$ cat config.mk
export PLATFORM = sky130hd
export DESIGN_NAME = cacheline_adapter
export DESIGN_NICKNAME = d
export VERILOG_FILES = /design/src/rtl/cacheline_adapter.sv
export SDC_FILE = /design/constraint.sdc
export NUM_CORES = 1
export LEC_CHECK = 0
export ABC_CLOCK_PERIOD_IN_PS = 32200
export BUFFER_PORTS_ARGS = -buffer_cell sky130_fd_sc_hd__buf_2
export CAP_MARGIN = 20
export CORE_AREA = 2 2 280 282
export CTS_BUF_LIST = sky130_fd_sc_hd__clkbuf_4 sky130_fd_sc_hd__clkbuf_8
export DETAILED_ROUTE_END_ITERATION = 8
export DIE_AREA = 0 0 282 284
export PLACE_DENSITY_LB_ADDON = 0.08
export SLEW_MARGIN = 10
export SYNTH_ARGS = -nofsm -noshare
export SYNTH_HDL_FRONTEND = slang
export SYNTH_SLANG_ARGS = --single-unit
$ cat constraint.sdc
create_clock -name clk -period 32.2 [get_ports clk]
set_input_delay 9.66 -clock clk [delete_from_list [all_inputs] [get_ports clk]]
set_output_delay 9.66 -clock clk [all_outputs]
set_load 0.01 [all_outputs]
$ cat src/rtl/cacheline_adapter.sv
// cacheline_adapter: turns 256-bit cache line reads/writebacks into 4-beat x 64-bit memory bursts
module cacheline_adapter #(
  parameter int LINE_W  = 256,
  parameter int BURST_W = 64,
  parameter int ADDR_W  = 32
) (
  input  logic              clk,
  input  logic              rst,
  input  logic [ADDR_W-1:0] address_i,
  input  logic              read_i,
  input  logic              write_i,
  input  logic [LINE_W-1:0] line_i,
  output logic [LINE_W-1:0] line_o,
  output logic              resp_o,
  output logic [ADDR_W-1:0] address_o,
  output logic              read_o,
  output logic              write_o,
  output logic [BURST_W-1:0] burst_o,
  input  logic [BURST_W-1:0] burst_i,
  input  logic              resp_i
);
  localparam int BEATS = LINE_W / BURST_W;
  localparam int CW = $clog2(BEATS);
  localparam logic [ADDR_W-1:0] OFF_MASK = ADDR_W'(LINE_W / 8 - 1);
  typedef enum logic [1:0] {IDLE, RD, WR, DONE} state_t;
  state_t state, state_n;
  logic [CW-1:0] cnt;
  logic [ADDR_W-1:0] addr_q;
  logic [LINE_W-1:0] wr_q, rd_q, rd_n;
  logic busy, last;
  assign busy = state == RD || state == WR;
  assign last = busy && resp_i && cnt == CW'(BEATS - 1);
  always_comb begin
    state_n = state == IDLE ? (write_i ? WR : read_i ? RD : IDLE) :
              state == DONE ? IDLE : last ? DONE : state;
    rd_n = rd_q;
    if (state == RD && resp_i) rd_n[cnt*BURST_W +: BURST_W] = burst_i;
  end
  // rd_q assembles beats privately; line_o only takes the finished line
  always_ff @(posedge clk or posedge rst)
    if (rst) begin
      state  <= IDLE;
      cnt    <= '0;
      addr_q <= '0;
      wr_q   <= '0;
      rd_q   <= '0;
      line_o <= '0;
    end else begin
      state <= state_n;
      cnt   <= state == DONE ? '0 : busy && resp_i ? cnt + 1'b1 : cnt;
      rd_q  <= rd_n;
      if (state == IDLE && (read_i || write_i)) addr_q <= address_i & ~OFF_MASK;
      if (state == IDLE && write_i) wr_q <= line_i;
      if (state == RD && last) line_o <= rd_n;
    end
  assign read_o    = state == RD;
  assign write_o   = state == WR;
  assign resp_o    = state == DONE;
  assign address_o = addr_q;
  assign burst_o   = wr_q[cnt*BURST_W +: BURST_W];
endmodule
**Yosys cells after proc, flatten, opt, wreduce, memory -nomap -nowiden**

Cells that the tools add are included.

- $add $sub $neg: 2
- Eq/ne operators: 4
- Shift operators: 3
- Mux-type cells: 9
- Reductions and logical operators: 11

Operators with widths:

| operator | count |
|---|---|
| $bwmux 256 | 1 |
| $mux 256 | 1 |
| $shift 64x34->256 const A | 1 |
| $shiftx 256x9->64 | 1 |
| $shiftx 64x34->256 | 1 |
| $neg 8->34 | 1 |
| $mux 2 | 6 |
| $eq 2x2->1 const B | 3 |
| $logic_and 1x1->1 | 6 |
| $reduce_bool 3->1 | 1 |
| $add 2x1->2 const B | 1 |
| $eq 2x1->1 const B | 1 |
| $logic_not 2->1 | 1 |
| $logic_or 1x1->1 | 2 |
| $reduce_bool 2->1 | 1 |
| $mux 1 | 1 |

- Register bits: 799
- Output and inout bits: 355
- Logic and storage cells: 35

**Depth between registers and ports, before layout**

Gate-level depths: netlist (run 1).

- Depth in word-level cells: 7
- Mapped depth: 10
- Depth with buffers taken out: 5

**Worst setup path after synthesis (run 1)**

OpenSTA, ideal clock, no wires.

- Path kind: register -> output
- From: register cnt[0]
- To: output port burst_o[0]
- Arrival time: 1371 ps
- Data required time: 22540 ps
- Setup slack: 21169 ps
- Stages on the path, launching flop included: 5
- Path buffers: 3
- Cells stage by stage: dfrtp_1 -> buf_6 -> buf_6 -> buf_6 -> mux4_2

- Cells in the longest elaborated chain, start to end: 1

RTL lines:

| element | RTL line | RTL |
|---|---|---|
| from (decl) | 27 | `logic [CW-1:0] cnt;` |
| from (signal assigned) | 50 | `cnt <= state == DONE ? '0 : busy && resp_i ? cnt + 1'b1 : cnt;` |
| $shiftx 256x9->64 | 60 | `assign burst_o = wr_q[cnt*BURST_W +: BURST_W];` |
| to (decl) | 18 | `output logic [BURST_W-1:0] burst_o,` |

No other way between the ends.

**Worst setup path in the final report (run 1)**

- From: register cnt[0]
- To: output port burst_o[10]

Same word-level chain as after synthesis.

==> results of run 1 <==
==> stage by stage <==
stage	area [sq um]	worst slack (ns)	total power, mW
2_1_floorplan	29600	1.92	2.23
3_3_place_gp	33600	19.06	2.65
3_5_place_dp	33600	18.90	2.70
4_1_cts	36300	19.30	3.62
5_1_grt	36400	19.22	3.79
6_report	36500	19.44	3.57
==> Yosys cell counts (2+ instances only) <==
master    count
dfrtp_1     735
and3_1        3
a31oi_1     194
clkbuf_1     30
o21ai_0      64
nor2_1      193
mux2_2      283
nand3_2       4
inv_1         5
ha_1          9
nand3_1     192
buf_6        13
mux4_2       64
o31ai_1       2
buf_4        48
nor3b_1       2
buf_8         2
buf_2        83
nand2_1     515
==> logic make-up (layout without fill, tap and decap cells) <==
group,Yosys count,count (layout),synth area share
buf+inv,181,962,0.0367
simple gates,914,914,0.127
xor+xnor,1,1,0.000297
flops,735,735,0.623
mux,347,347,0.157
other cells,1,27,0.000127
compound gates,262,262,0.0529
fa+ha+maj,9,9,0.00381
==> per-layer routing <==
layer | global-route usage | routed length, microns | vias to the layer above
li1 | - | - | 9890
met1 | 0.276 | 35800 | 10762
met2 | 0.365 | 44200 | 707
met3 | 0.0825 | 7910 | 186
met4 | 0.0809 | 2570 | 34
met5 | 0 | 207 | -
==> path summary, 6_finish.rpt <==
path	from	end	slack, ns	depth (start not counted)
max in group asynchronous	rst	address_o[26]	19.83	5
min	rd_q[95]	rd_q[95]	0.46	2
min in group asynchronous	rst	wr_q[35]	9.10	2
max reg2reg	cnt[1]	line_o[4]	28.06	6
min reg2reg	rd_q[95]	rd_q[95]	0.46	2
max	cnt[0]	burst_o[10]	19.44	3
==> cell type report <==
cell class                      count  area, sq um
Fill cell                        7261        40500
Sequential cell                   735        18400
Multi-Input combinational cell   1538        10100
Timing Repair Buffer              723         3780
Clock buffer                      219         2610
Tap cell                         1040         1300
Clock inverter                     15          138
Antenna cell                       22         55.1
Inverter                            5         26.3
==> power groups by stage <==
| stage | clock network, mW | registers (mW) | logic, mW |
|---|---|---|---|
| after floorplan | 0 | 1.48 | 0.756 |
| after global placement | 0 | 1.46 | 1.19 |
| after detailed placement | 0 | 1.48 | 1.22 |
| after CTS | 0.933 | 1.46 | 1.22 |
| after global routing | 0.978 | 1.50 | 1.31 |
| final | 0.904 | 1.46 | 1.20 |
==> registers in the layout, summed over array words and instances, names as in the netlist <==
name	cells
line_o	256
cnt	2
wr_q	256
state	2
rd_q	192
address_o	27
==> worst register-to-register path, cell delays in order, from the launching register on <==
cell	delay (ns)
dfrtp_4	0.61
buf_4	0.82
ha_1	0.45
and4_4	0.89
buf_12	0.65
nor2_1	0.46
a31oi_1	0.18
==> impl_metrics.ini, run 1 <==
[outcome]
status = completed

[timing]
worst_pin_slew_ns = 1.19
whs_ns = 0.459
grt_setup_unrepaired = no
finalMaxSlewViolations = 0
finClkSkew_ns = 0.0356
fin_crit_sh = 0.396
timing.fmax_mhz = 78.4
setup-violations-final = 0
slew_headroom = 0.210
final.setup.tns_ns = 0
final-hold-violation-count = 0
period_needed_ns = 12.76

[routing]
drtIter0Drc = 1625
drc = 0
dr.pass1.iters = 5
vias = 21579
wl_per_cell_microns = 21.1
vias_per_cell = 5.02
routed_wl_mm = 90.6
drtAntennaViolNets = 0

[synth]
synth_top_cell_by_area = dfrtp_1
yosys_warnings = 0
ys.flop_type = dfrtp_1
synth_cell_types = 28
synth_area_leaders = dfrtp_1 62%, mux2_2 11%, nand2_1 6.5%
async_reset_ff_frac = 1.00
syn_inst = 2450
synth.cell_area_sq_um = 29500
yosysTopAreaCellShare = 0.623
seq_area_frac_synth = 0.623
ys_seq_elements = 735
synth-edff-count = 0
syn_area_per_cell_sq_um = 12.1

[floorplanning]
start_util = 0.384
die_w_microns = 282
std_cell_rows = 102
pin_count = 712
die_y_microns = 284
core-area_sq_um = 77000
dieArea_sq_um = 80100

[clocking]
cts_buffers = 134
clock-root-buffer = clkbuf_8
cts_setup_buffers = 0
cts_buffer_depth = 3
hold_buffers = 0
tritoncts = done
path_clk_slew_ns = 0.05
cts_resized = 0
htree_num_levels = 4
cts.sinks = 735
clock_latency_ns = 0.77

[placed_design]
dpl.cell_count = 4038
place_congestion = 0.842
io_buffers = 701
post-dp-hpwl_mm = 60.2

[pwr]
ir_worst_vdd_mv = 0.0491
p_leak_nw = 18.3
clockPowerShare = 0.254
combPwrFrac = 0.337
seq_power_share = 0.410
p_int_mw = 2.35
p_sw_mw = 1.22
sw_frac_of_total = 0.341
p_per_area_nw_per_um2 = 97.8

[global_routing]
grt_pass1_wl_mm = 137
grt_overflow_total = 0
grt_pass1_vias = 22109
grt.total_usage = 0.226
grt_max_degree = 225
antenna_found_initial = 43

[finish]
fin_util = 0.474
syn2layout_area_growth_pct = 23.4
final_cell_mix = 733 x dfrtp_1, 701 x buf_2, 514 x nand2_1, 283 x mux2_2, 194 x a31oi_1
mostFrequentLayoutCell = dfrtp_1
fin_nets = 3503
fin_cells = 4297
drive_gt1_frac = 0.409

[critical_path]
arrival_ns = 3.10
cp_top_family = buffers and inverters
end_kind = primary output
startpoint_type = flop
crit_fanout = 51
path_class = reg -> out
path_buf_inv = 2
cp_slowest_cell = buf_4
cp_data_required_time_ns = 22.54
cp_cell_sequence = buf_4, mux4_2, buf_2
max_stage_delay_ns = 0.85

[min_path]
hold_class = reg -> reg

[run]
maxCapViolCount = 0
Power figures use the tool's default switching activity.
==> run 2: changes to the inputs <==
ABC_CLOCK_PERIOD_IN_PS = 11830   (was 32200)
clock period = 11.83 ns   (was 32.2 ns; I/O delays follow)
==> run 2 against run 1 <==
Global-route usage increased by 0.084 points; power increased to 2.8 times the previous value; first-iteration DRC count decreased by 17%; clock skew increased by 0.00086 ns.
==> impl_metrics.ini, run 2 (synthesized netlist as in run 1, its figures left out) <==
[outcome]
status = completed

[floorplanning]
std_cell_rows = 102
pin_count = 712
start_util = 0.384
die_y_microns = 284
dieArea_sq_um = 80100
core-area_sq_um = 77000
die_w_microns = 282

[timing]
setup-violations-final = 0
finalMaxSlewViolations = 0
final-hold-violation-count = 0
finClkSkew_ns = 0.0365
worst_pin_slew_ns = 1.25
timing.fmax_mhz = 150
period_needed_ns = 6.67
fin_crit_sh = 0.564
grt_setup_unrepaired = no
slew_headroom = 0.170
final.setup.tns_ns = 0

[clocking]
clock_latency_ns = 0.79
htree_num_levels = 4
cts_setup_buffers = 0
cts_buffer_depth = 3
cts.sinks = 735
cts_buffers = 134
tritoncts = done
clock-root-buffer = clkbuf_8
cts_resized = 0
path_clk_slew_ns = 0.05
hold_buffers = 0

[pwr]
ir_worst_vdd_mv = 0.160
p_sw_mw = 3.35
seq_power_share = 0.405
power_mw = 9.83
p_per_area_nw_per_um2 = 268
p_leak_nw = 18.4
p_int_mw = 6.48
sw_frac_of_total = 0.341
combPwrFrac = 0.332
clockPowerShare = 0.263

[routing]
drc = 0
vias_per_cell = 5.04
routed_wl_mm = 90.9
wl_per_cell_microns = 21.1
dr.pass1.iters = 7
vias = 21680
drtIter0Drc = 1352
drtAntennaViolNets = 0

[global_routing]
grt_max_degree = 221
grt_pass1_wl_mm = 138
grt_pass1_vias = 22326
grt_overflow_total = 0
antenna_found_initial = 38
grt.total_usage = 0.227

[critical_path]
cp_data_required_time_ns = 8.28
arrival_ns = 3.13
crit_fanout = 43
end_kind = primary output
path_class = reg -> out
startpoint_type = flop

[finish]
reg.largest.list = line_o (256), wr_q (256), rd_q (192)
syn2layout_area_growth_pct = 24.0
final_cell_mix = 733 x dfrtp_1, 701 x buf_2, 514 x nand2_1, 283 x mux2_2, 194 x a31oi_1
fillers = 7219
fin_nets = 3505
fin_util = 0.476
drive_gt1_frac = 0.410
mostFrequentLayoutCell = dfrtp_1

[placed_design]
post-dp-hpwl_mm = 60.0
place_congestion = 0.812
io_buffers = 701

[min_path]
hold_class = reg -> reg

[run]
maxCapViolCount = 0
-- run 2: changes by cell type in the layout (fill, tap and decap cells not counted), sizes merged --
cell      delta
clkinv       +3
inv          +1
diode        -3
bufinv       +1
clkbuf       -3
buf          +2
clkinvlp     +2
-- run 2: final timing paths --
path	slack (ns)	cells after the start	start	to
max	5.16	3	cnt[0]	burst_o[2]
min	0.46	2	rd_q[68]	rd_q[68]
max reg2reg	7.80	6	cnt[0]	line_o[154]
min reg2reg	0.46	2	rd_q[68]	rd_q[68]
max in group asynchronous	7.08	4	rst	address_o[6]
min in group asynchronous	2.95	3	rst	line_o[120]
-- run 2: routing by layer --
metal / wire length [microns] / GRT usage / up-vias / part of all wire
met5: 230 / 0 / - / 0.0025
met4: 2140 / 0.0697 / 40 / 0.024
met3: 7950 / 0.0843 / 169 / 0.087
met2: 44700 / 0.373 / 709 / 0.49
met1: 35900 / 0.275 / 10844 / 0.40
li1: - / - / 9918 / -
-- run 2: per-stage QoR --
stage          hold slack (ns)  area [sq um]  setup slack, ns  std cells
4_1_cts                  0.461         36500             4.98       4278
6_report                 0.457         36600             5.16       4300
3_3_place_gp             0.442         33600             5.86       4040
2_1_floorplan            0.432         29600            -1.79       2454
3_5_place_dp             0.450         33600             5.80       4040
5_1_grt                  0.476         36600             4.95       4294
-- run 2: critical path, cell delays in order (launching register included) --
cell and delay, ns:
dfrtp_4 0.75, buf_4 0.78, mux4_2 0.61, buf_2 0.19
-- run 2: layout make-up --
cell class / count / area [sq um] / share of cell area
Clock buffer: 216 / 2690 / 0.0733
Multi-Input combinational cell: 1538 / 10100 / 0.277
Timing Repair Buffer: 725 / 3800 / 0.104
Inverter: 5 / 22.5 / 0.000615
Clock inverter: 22 / 238 / 0.00649
Sequential cell: 735 / 18400 / 0.502
Tap cell: 1040 / 1300 / 0.0355
Antenna cell: 19 / 47.5 / 0.00130
-- run 2: power groups by stage --
stage	clock network [mW]	logic [mW]	registers (mW)
2_1_floorplan	0	2.06	4.02
3_3_place_gp	0	3.24	3.97
3_5_place_dp	0	3.31	4.03
4_1_cts	2.66	3.32	3.99
5_1_grt	2.78	3.55	4.10
6_report	2.58	3.26	3.98
